## src/rtl/instr_loader.sv

```systemverilog
// Boot-time program loader: parses a count/words/checksum byte stream and
// writes each assembled instruction word into instruction memory.
module instr_loader #(
   parameter int WORD_W = 24,
   parameter int ADDR_W = 16,
   parameter int DEPTH  = 65536
) (
   input  logic              CLK,
   input  logic              rst,
   input  logic [7:0]        byte_data,
   input  logic              byte_valid,
   output logic              byte_ready,
   input  logic              reload,
   output logic              mem_we,
   output logic [ADDR_W-1:0] mem_addr,
   output logic [WORD_W-1:0] mem_wdata,
   output logic              cpu_hold,
   output logic              done,
   output logic              error
);

   localparam logic [3:0] S_CNT_HI = 4'd0;
   localparam logic [3:0] S_CNT_LO = 4'd1;
   localparam logic [3:0] S_B0     = 4'd2;
   localparam logic [3:0] S_B1     = 4'd3;
   localparam logic [3:0] S_B2     = 4'd4;
   localparam logic [3:0] S_WRITE  = 4'd5;
   localparam logic [3:0] S_CHK    = 4'd6;
   localparam logic [3:0] S_DONE   = 4'd7;
   localparam logic [3:0] S_ERR    = 4'd8;

   logic [3:0]        state_q, state_d;
   logic [15:0]       cnt_q, cnt_d;
   logic [ADDR_W-1:0] idx_q, idx_d;
   logic [7:0]        xor_q, xor_d;
   logic [WORD_W-9:0] word_q, word_d;
   logic              we_q, we_d;
   logic [ADDR_W-1:0] addr_q, addr_d;
   logic [WORD_W-1:0] wdata_q, wdata_d;
   logic              done_q, done_d;
   logic              error_q, error_d;

   logic              ready_state;
   logic              accept;
   logic [15:0]       n_w;
   logic [ADDR_W:0]   idx_inc;

   always_comb begin
      ready_state = 1'b0;
      case (state_q)
         S_CNT_HI, S_CNT_LO, S_B0, S_B1, S_B2, S_CHK: ready_state = 1'b1;
         default:                                     ready_state = 1'b0;
      endcase
   end

   assign accept  = byte_valid & ready_state;
   assign n_w     = {cnt_q[15:8], byte_data};
   assign idx_inc = {1'b0, idx_q} + {{ADDR_W{1'b0}}, 1'b1};

   always_comb begin
      state_d = state_q;
      cnt_d   = cnt_q;
      idx_d   = idx_q;
      xor_d   = xor_q;
      word_d  = word_q;
      we_d    = 1'b0;
      addr_d  = addr_q;
      wdata_d = wdata_q;
      done_d  = done_q;
      error_d = error_q;
      case (state_q)
         S_CNT_HI: if (accept) begin
            cnt_d   = {byte_data, 8'h00};
            xor_d   = xor_q ^ byte_data;
            state_d = S_CNT_LO;
         end
         S_CNT_LO: if (accept) begin
            cnt_d = n_w;
            xor_d = xor_q ^ byte_data;
            if (32'(n_w) > 32'(DEPTH)) begin
               state_d = S_ERR;
               error_d = 1'b1;
            end else if (n_w == 16'd0) begin
               state_d = S_CHK;
            end else begin
               state_d = S_B0;
            end
         end
         S_B0, S_B1: if (accept) begin
            word_d  = {word_q[WORD_W-17:0], byte_data};
            xor_d   = xor_q ^ byte_data;
            state_d = (state_q == S_B0) ? S_B1 : S_B2;
         end
         // The write strobe is registered here so it coincides with the WRITE state.
         S_B2: if (accept) begin
            xor_d   = xor_q ^ byte_data;
            we_d    = 1'b1;
            addr_d  = idx_q;
            wdata_d = {word_q, byte_data};
            state_d = S_WRITE;
         end
         S_WRITE: begin
            idx_d   = idx_inc[ADDR_W-1:0];
            state_d = (32'(idx_inc) == 32'(cnt_q)) ? S_CHK : S_B0;
         end
         S_CHK: if (accept) begin
            if (byte_data == xor_q) begin
               state_d = S_DONE;
               done_d  = 1'b1;
            end else begin
               state_d = S_ERR;
               error_d = 1'b1;
            end
         end
         S_DONE, S_ERR: if (reload) begin
            state_d = S_CNT_HI;
            cnt_d   = 16'd0;
            idx_d   = '0;
            xor_d   = 8'h00;
            done_d  = 1'b0;
            error_d = 1'b0;
         end
         default: state_d = S_CNT_HI;
      endcase
   end

   always_ff @(posedge CLK or negedge rst) begin
      if (!rst) begin
         state_q <= S_CNT_HI;
         cnt_q   <= 16'd0;
         idx_q   <= '0;
         xor_q   <= 8'h00;
         word_q  <= '0;
         we_q    <= 1'b0;
         addr_q  <= '0;
         wdata_q <= '0;
         done_q  <= 1'b0;
         error_q <= 1'b0;
      end else begin
         state_q <= state_d;
         cnt_q   <= cnt_d;
         idx_q   <= idx_d;
         xor_q   <= xor_d;
         word_q  <= word_d;
         we_q    <= we_d;
         addr_q  <= addr_d;
         wdata_q <= wdata_d;
         done_q  <= done_d;
         error_q <= error_d;
      end
   end

   assign byte_ready = ready_state & rst;
   assign mem_we     = we_q;
   assign mem_addr   = addr_q;
   assign mem_wdata  = wdata_q;
   assign done       = done_q;
   assign error      = error_q;
   assign cpu_hold   = (state_q != S_DONE);

endmodule

```

## config.mk

```make
export PLATFORM = sky130hd
export DESIGN_NAME = instr_loader
export DESIGN_NICKNAME = d
export VERILOG_FILES = /design/src/rtl/instr_loader.sv
export SDC_FILE = /design/constraint.sdc
export NUM_CORES = 1
export LEC_CHECK = 0
export ABC_AREA = 0
export CORE_UTILIZATION = 31
export DETAILED_ROUTE_END_ITERATION = 10
export GPL_ROUTABILITY_DRIVEN = 0
export GPL_TIMING_DRIVEN = 0
export PLACE_DENSITY_LB_ADDON = 0.25
export SLEW_MARGIN = 0
export SYNTH_ARGS = -nofsm -noshare
export SYNTH_HDL_FRONTEND = slang
export SYNTH_SLANG_ARGS = --single-unit
```

## constraint.sdc

```tcl
create_clock -name CLK -period 3.3 [get_ports CLK]
set_input_delay 0.495 -clock CLK [delete_from_list [all_inputs] [get_ports CLK]]
set_output_delay 0.495 -clock CLK [all_outputs]
set_load 0.005 [all_outputs]
```

# Yosys cells after proc, flatten, opt, wreduce, memory -nomap -nowiden
# Cells that the tools add are included.
# word_totals
regBits,103
in_bits,12
output_inout_bits,45
word_cells,85
# classes
n_addsub,1
eq_ne,20
muxes,29
bitwise,4
reduce_logical,20
# op_table
op,count
one-hot mux 16 bit (3 select lines),1
two-way mux 16 bit,2
one-hot mux 16 bit (2 select lines),1
two-way mux 4 bit,7
one-hot mux 4 bit (7 select lines),1
two-way mux 8 bit,3
adder 16 x 1 -> 17 bit (second input constant),1
equality test 17 x 16 -> 1 bit,1
equality test 4 x 3 -> 1 bit (second input constant),4
zero test 16 bit,1
inequality test 2 bit (second input constant),8
one-hot mux 8 bit (2 select lines),1
AND reduction 4 bit,4
two-way mux 3 bit,3
equality test 4 x 2 -> 1 bit (second input constant),2
equality test 8 bit,1
two-way mux 1 bit,8
nonzero test 2 bit,4
bitwise XOR 8 bit,1
AND reduction 2 bit,3
AND reduction 6 bit,1
OR reduction 6 bit,1
OR reduction 5 bit,1
equality test 4 x 1 -> 1 bit (second input constant),1
10 further kinds,13

# Depth between registers and ports, before layout
# logic_depth
word_depth,6
mapped_depth,9
depth_no_buf,7

# Worst setup path before layout
# Ideal clock, no wire load.
# synth_path
path_type,register to register
startpoint,reg idx_q[0]
endpoint,reg state_q[2]
setup_ns,0.095
t_arrival_ns,2.228
t_required_ns,3.205
setup_slack_ns,0.977
path_stages_with_launch,8
path_cell_list,dfrtp_1 ha_1 nand3_2 or4_1 o21ai_0 a21boi_0 a221o_1 o31ai_1
# synth_via
elab_chain_cells,4
# synth_rtl
item,line,rtl
from (decl),34,"logic [ADDR_W-1:0] idx_q, idx_d;"
from (signal assigned),142,idx_q <= idx_d;
adder 16 x 1 -> 17 bit,58,"assign idx_inc = {1'b0, idx_q} + {{ADDR_W{1'b0}}, 1'b1};"
equality test 17 x 16 -> 1 bit,104,state_d = (32'(idx_inc) == 32'(cnt_q)) ? S_CHK : S_B0;
two-way mux 3 bit,104,
one-hot mux 4 bit (7 select lines),71,case (state_q)
to (signal assigned),140,state_q <= state_d;
to (decl),32,"logic [3:0] state_q, state_d;"
# No other way between the ends.
# A chain may end at the register's enable or synchronous reset.

# Worst setup path in the final report
# Same ends and word-level chain as after synthesis.

==> summary by stage <==
Floorplanning
The die is 129 um tall. In this run the horizontal extent of the chip is around 130 um. The floorplan has between 40 and 50 rows. The total I/O pin count is 57. For this configuration, the core starts out at a cell density of 0.317. The area of the core is about 16,000 um2. The area of the die is 16,700 um2.

Logic synthesis
The number of warnings printed during yosys synthesis is 0. The post-synthesis sequential area ratio is 0.513. In this run the cell area of the synthesized design comes to between 5000 and 6000 um2. The number of distinct standard cells referenced by the synthesized netlist is between 40 and 50. For this run, asynchronously set or reset flops after synthesis account for 1.00.

The adder-cell share of the synthesized area is 0.00249. The gate count of the mapped netlist is ~560. The xor/xnor share of the synthesized area is 0.0505. The simple-gate portion of the synthesized area is 0.226. The combinational family with the most area after synthesis is simple AND/OR/NAND/NOR gates. The multiplexer area fraction after synthesis is 0.0398. Synthesis produced a netlist with a net count of roughly 570. The most used flip-flop cell after synthesis is sky130_fd_sc_hd__dfrtp_1.

The number of synthesized flops with an enable pin is 0. A synthesized cell averages approximately 9.0 um2. Counting flops and latches in the post-synthesis netlist gives 103. The post-synthesis compound-gate area fraction is 0.125.

STA
Setup repair after global routing left no endpoint under its margin. The shortest clock period the worst path allows after layout is around 2.8 ns. Derived from the worst setup path, the maximum achievable clock frequency is about 360 MHz. The pin slew with the least headroom to its limit is about 1 ns. Setup violations remaining at the end of the flow were counted as 0. The total count of hold-check failures in the final report is 0. The final number of max-transition violations is 0. Dividing the final minimum period by the clock period gives 0.853. The clock tree skew after final layout is between 0.01 and 0.015 ns.

Headroom to the max-slew limit came out at 0.317.

Clocking
The number of buffers added for setup after CTS is 0. The clock net sink count is a little over 100. Counting along the longest clock path gives a buffer depth of 2.

Buffers inserted during clock tree synthesis total 9. The maximum level of the CTS H-tree is 3. Clock-pin slew was measured on the worst setup and hold paths at roughly 0.08 ns. The clock latency of the later-clocked register in the worst-skew pair is about 0.36 ns. The post-cts sizing count is 0. The cell sitting at the root of the clock tree is a sky130_fd_sc_hd__clkbuf_16. The number of hold buffers added after CTS was 0. TritonCTS built the clock tree.

Power and ir drop
The standby leakage power is around 2.7 nW. Of the total power, the share spent switching nets is 0.365. The power per cell area is about 920 nW/um2. In this run the power spent charging and discharging nets is ~2 mW.

The highest ir drop seen on vdd is 0.395 mV. The internal power of the cells totals about 3.6 mW. The total power draw is roughly 5.6 mW. Of the total power, the clock network draws 0.208.

The part of the total power dissipated in combinational logic is 0.392. The register share of total power is 0.401.

Global routing
The overall fraction of global-route tracks in use is 0.161. Entering global routing, the biggest net connects between 60 and 70 pins. The number of antenna violations at the first check in global routing was 0. The wire length of the first global-routing pass is between 20 and 25 mm. The number of global-route vias before repair is around 4,000.

For this run the aggregate overflow at the end of global routing stands at 0.

Critical path
At the worst endpoint, the required time is ~3.5 ns. The critical path goes through ha_1 -> nand3_2 -> or4_1 -> o21ai_0 -> a21boi_0 -> a221o_1 -> o31ai_1. STA puts the critical path data arrival time at around 3.1 ns. The endpoint kind of the worst setup timing path is a flip-flop. STA classifies the critical path startpoint as a flip-flop. For this run, the slowest stage of the critical path takes ~0.58 ns. The maximum fanout along the worst path is 8. The library cell contributing the largest single delay on the critical path is sky130_fd_sc_hd__or4_1. The critical path is of the reg -> reg type.

Finish
The final antenna diode count is 0. The post-synthesis to final-layout area growth is 21.5%. The fill cell instance count of the final layout is roughly 1,600. In the final layout, the share of cells above drive strength 1 is 0.0737. The core utilization of the finished layout is 0.386. The final layout contains 633 nets.

Route
After detailed routing, the average wire length per cell comes to 15.1 um. The length of the first detailed-routing pass in iterations is 7. The final routed wirelength across all metal layers is between 10 and 15 mm. The iteration-0 DRC count of the detailed router is around 200.

The via count is between 4,000 and 5,000. In the routed layout, each cell is associated on average with a via count of a little under 5. In the routed design, unresolved DRC markers number 0. The count of antenna-violating nets left after detailed routing is 0.

Min path
The tightest min-delay check is of the in -> async type.

Run
The number of violations of the max-capacitance limit is 0.

Place
Detailed placement ended at an HPWL of 8.96 mm. The count of port buffers added during placement is between 40 and 50.

Outcome
The flow ran to the end, and the final reports show no timing, DRC or antenna violations.
## Yosys cell counts (all sizes together) (4+ instances only)
cell type	count	area share
o21ai	55	0.055
buf	8	0.0080
nand3	23	0.025
a31oi	5	0.0062
nand2b	4	0.0050
nand4	7	0.015
or3	4	0.0050
xnor2	24	0.042
inv	14	0.010
clkbuf	34	0.025
xor2	5	0.0087
nor2	25	0.019
nor3	5	0.0050
o31ai	13	0.019
dfrtp	103	0.51
a21oi	16	0.016
nor4	6	0.010
nand2	158	0.12
mux2	16	0.036
## stage by stage
stage | TNS, ns | instance area, um2 | cells | setup slack, ns | hold slack (ns)
detailed placement | 0 | 5790 | 825 | 0.388 | 0.460
floorplan | 0 | 5020 | 561 | 0.977 | 0.199
global placement | -238.25 | 5770 | 824 | -2.67 | 0.455
CTS | 0 | 6110 | 840 | 0.438 | 0.177
global route | 0 | 6110 | 840 | 0.200 | 0.208
finish | 0 | 6110 | 840 | 0.486 | 0.153
## power groups by stage
| stage | clock [mW] | combinational [mW] | sequential [mW] |
|---|---|---|---|
| finish | 1.17 | 2.21 | 2.26 |
| global route | 1.24 | 2.49 | 2.34 |
| CTS | 1.19 | 2.23 | 2.26 |
| detailed placement | 0 | 2.22 | 2.28 |
| global placement | 0 | 2.15 | 2.27 |
| floorplan | 0 | 1.37 | 2.19 |
## metal layers
layer | vias up | global-route usage | wire length [um]
met5 | - | 0 | 0
met4 | 0 | 0.0837 | 332
met3 | 23 | 0.0281 | 478
met2 | 96 | 0.267 | 6170
met1 | 2023 | 0.203 | 5730
li1 | 2013 | - | -
## final timing paths
| check | startpoint | endpoint | slack [ns] | cells after the start |
|---|---|---|---|---|
| worst max-delay path | idx_q[0] | state_q[2] | 0.49 | 7 |
| worst min-delay path | rst | idx_q[7] | 0.15 | 1 |
| worst max register to register | idx_q[0] | state_q[2] | 0.49 | 7 |
| max in group asynchronous | rst | mem_wdata[15] | 2.44 | 2 |
| min in group CLK | word_q[13] | mem_wdata[21] | 0.47 | 2 |
| worst min register to register | word_q[13] | mem_wdata[21] | 0.47 | 2 |
## registers in the layout, indices dropped and copies added, names as in the netlist
signal and cells:
mem_wdata 24, xor_q 8, idx_q 16, done 1, word_q 16, state_q 4, mem_we 1, error 1
cnt_q 16, mem_addr 16
## cell usage in the layout, fill, tap and decap left out, types with 3 or more instances in the layout
master	netlist	routed
sky130_fd_sc_hd__a21oi_1	16	16
sky130_fd_sc_hd__a31oi_1	5	5
sky130_fd_sc_hd__and3_1	3	3
sky130_fd_sc_hd__buf_2	5	5
sky130_fd_sc_hd__clkbuf_1	34	34
sky130_fd_sc_hd__clkbuf_16	0	9
sky130_fd_sc_hd__clkdlybuf4s50_1	0	46
sky130_fd_sc_hd__dfrtp_1	103	103
sky130_fd_sc_hd__inv_1	14	14
sky130_fd_sc_hd__inv_6	0	3
sky130_fd_sc_hd__mux2_2	16	16
sky130_fd_sc_hd__nand2_1	158	158
sky130_fd_sc_hd__nand2b_1	4	4
sky130_fd_sc_hd__nand3_1	21	21
sky130_fd_sc_hd__nand4_1	5	5
sky130_fd_sc_hd__nor2_1	25	25
sky130_fd_sc_hd__nor3_1	5	5
sky130_fd_sc_hd__nor4_1	5	5
sky130_fd_sc_hd__o21ai_0	55	55
sky130_fd_sc_hd__o31ai_1	13	13
sky130_fd_sc_hd__o32a_1	3	3
sky130_fd_sc_hd__or3_1	4	4
sky130_fd_sc_hd__xnor2_1	24	24
sky130_fd_sc_hd__xor2_1	5	5
## critical path, delay by kind of cell, from the launching register on
kind	cells	cell delay (ns)
adder cells (fa/ha/maj)	1	0.36
flip-flops	1	0.52
AND/OR/NAND/NOR	2	0.81
AO/OA/AOI/OAI	4	1.00
## kinds of logic after synthesis
logic type,Yosys count
simple gates,248
xor+xnor,29
buf+inv,56
fa+ha+maj,1
mux,18
compound gates,106
flops,103
## area by class of cell
class                      instances  area [um2]  area share
sequential                       103        2580       0.422
multi-input combinational        402        2230       0.365
timing repair buffer              48         495      0.0811
tap                              216         270      0.0443
clock buffer                       9         225      0.0369
buffer                            42         168      0.0275
clock inverter                     6        91.3      0.0150
inverter                          14        52.6     0.00860
No activity file was read; power rests on OpenSTA's default activity.
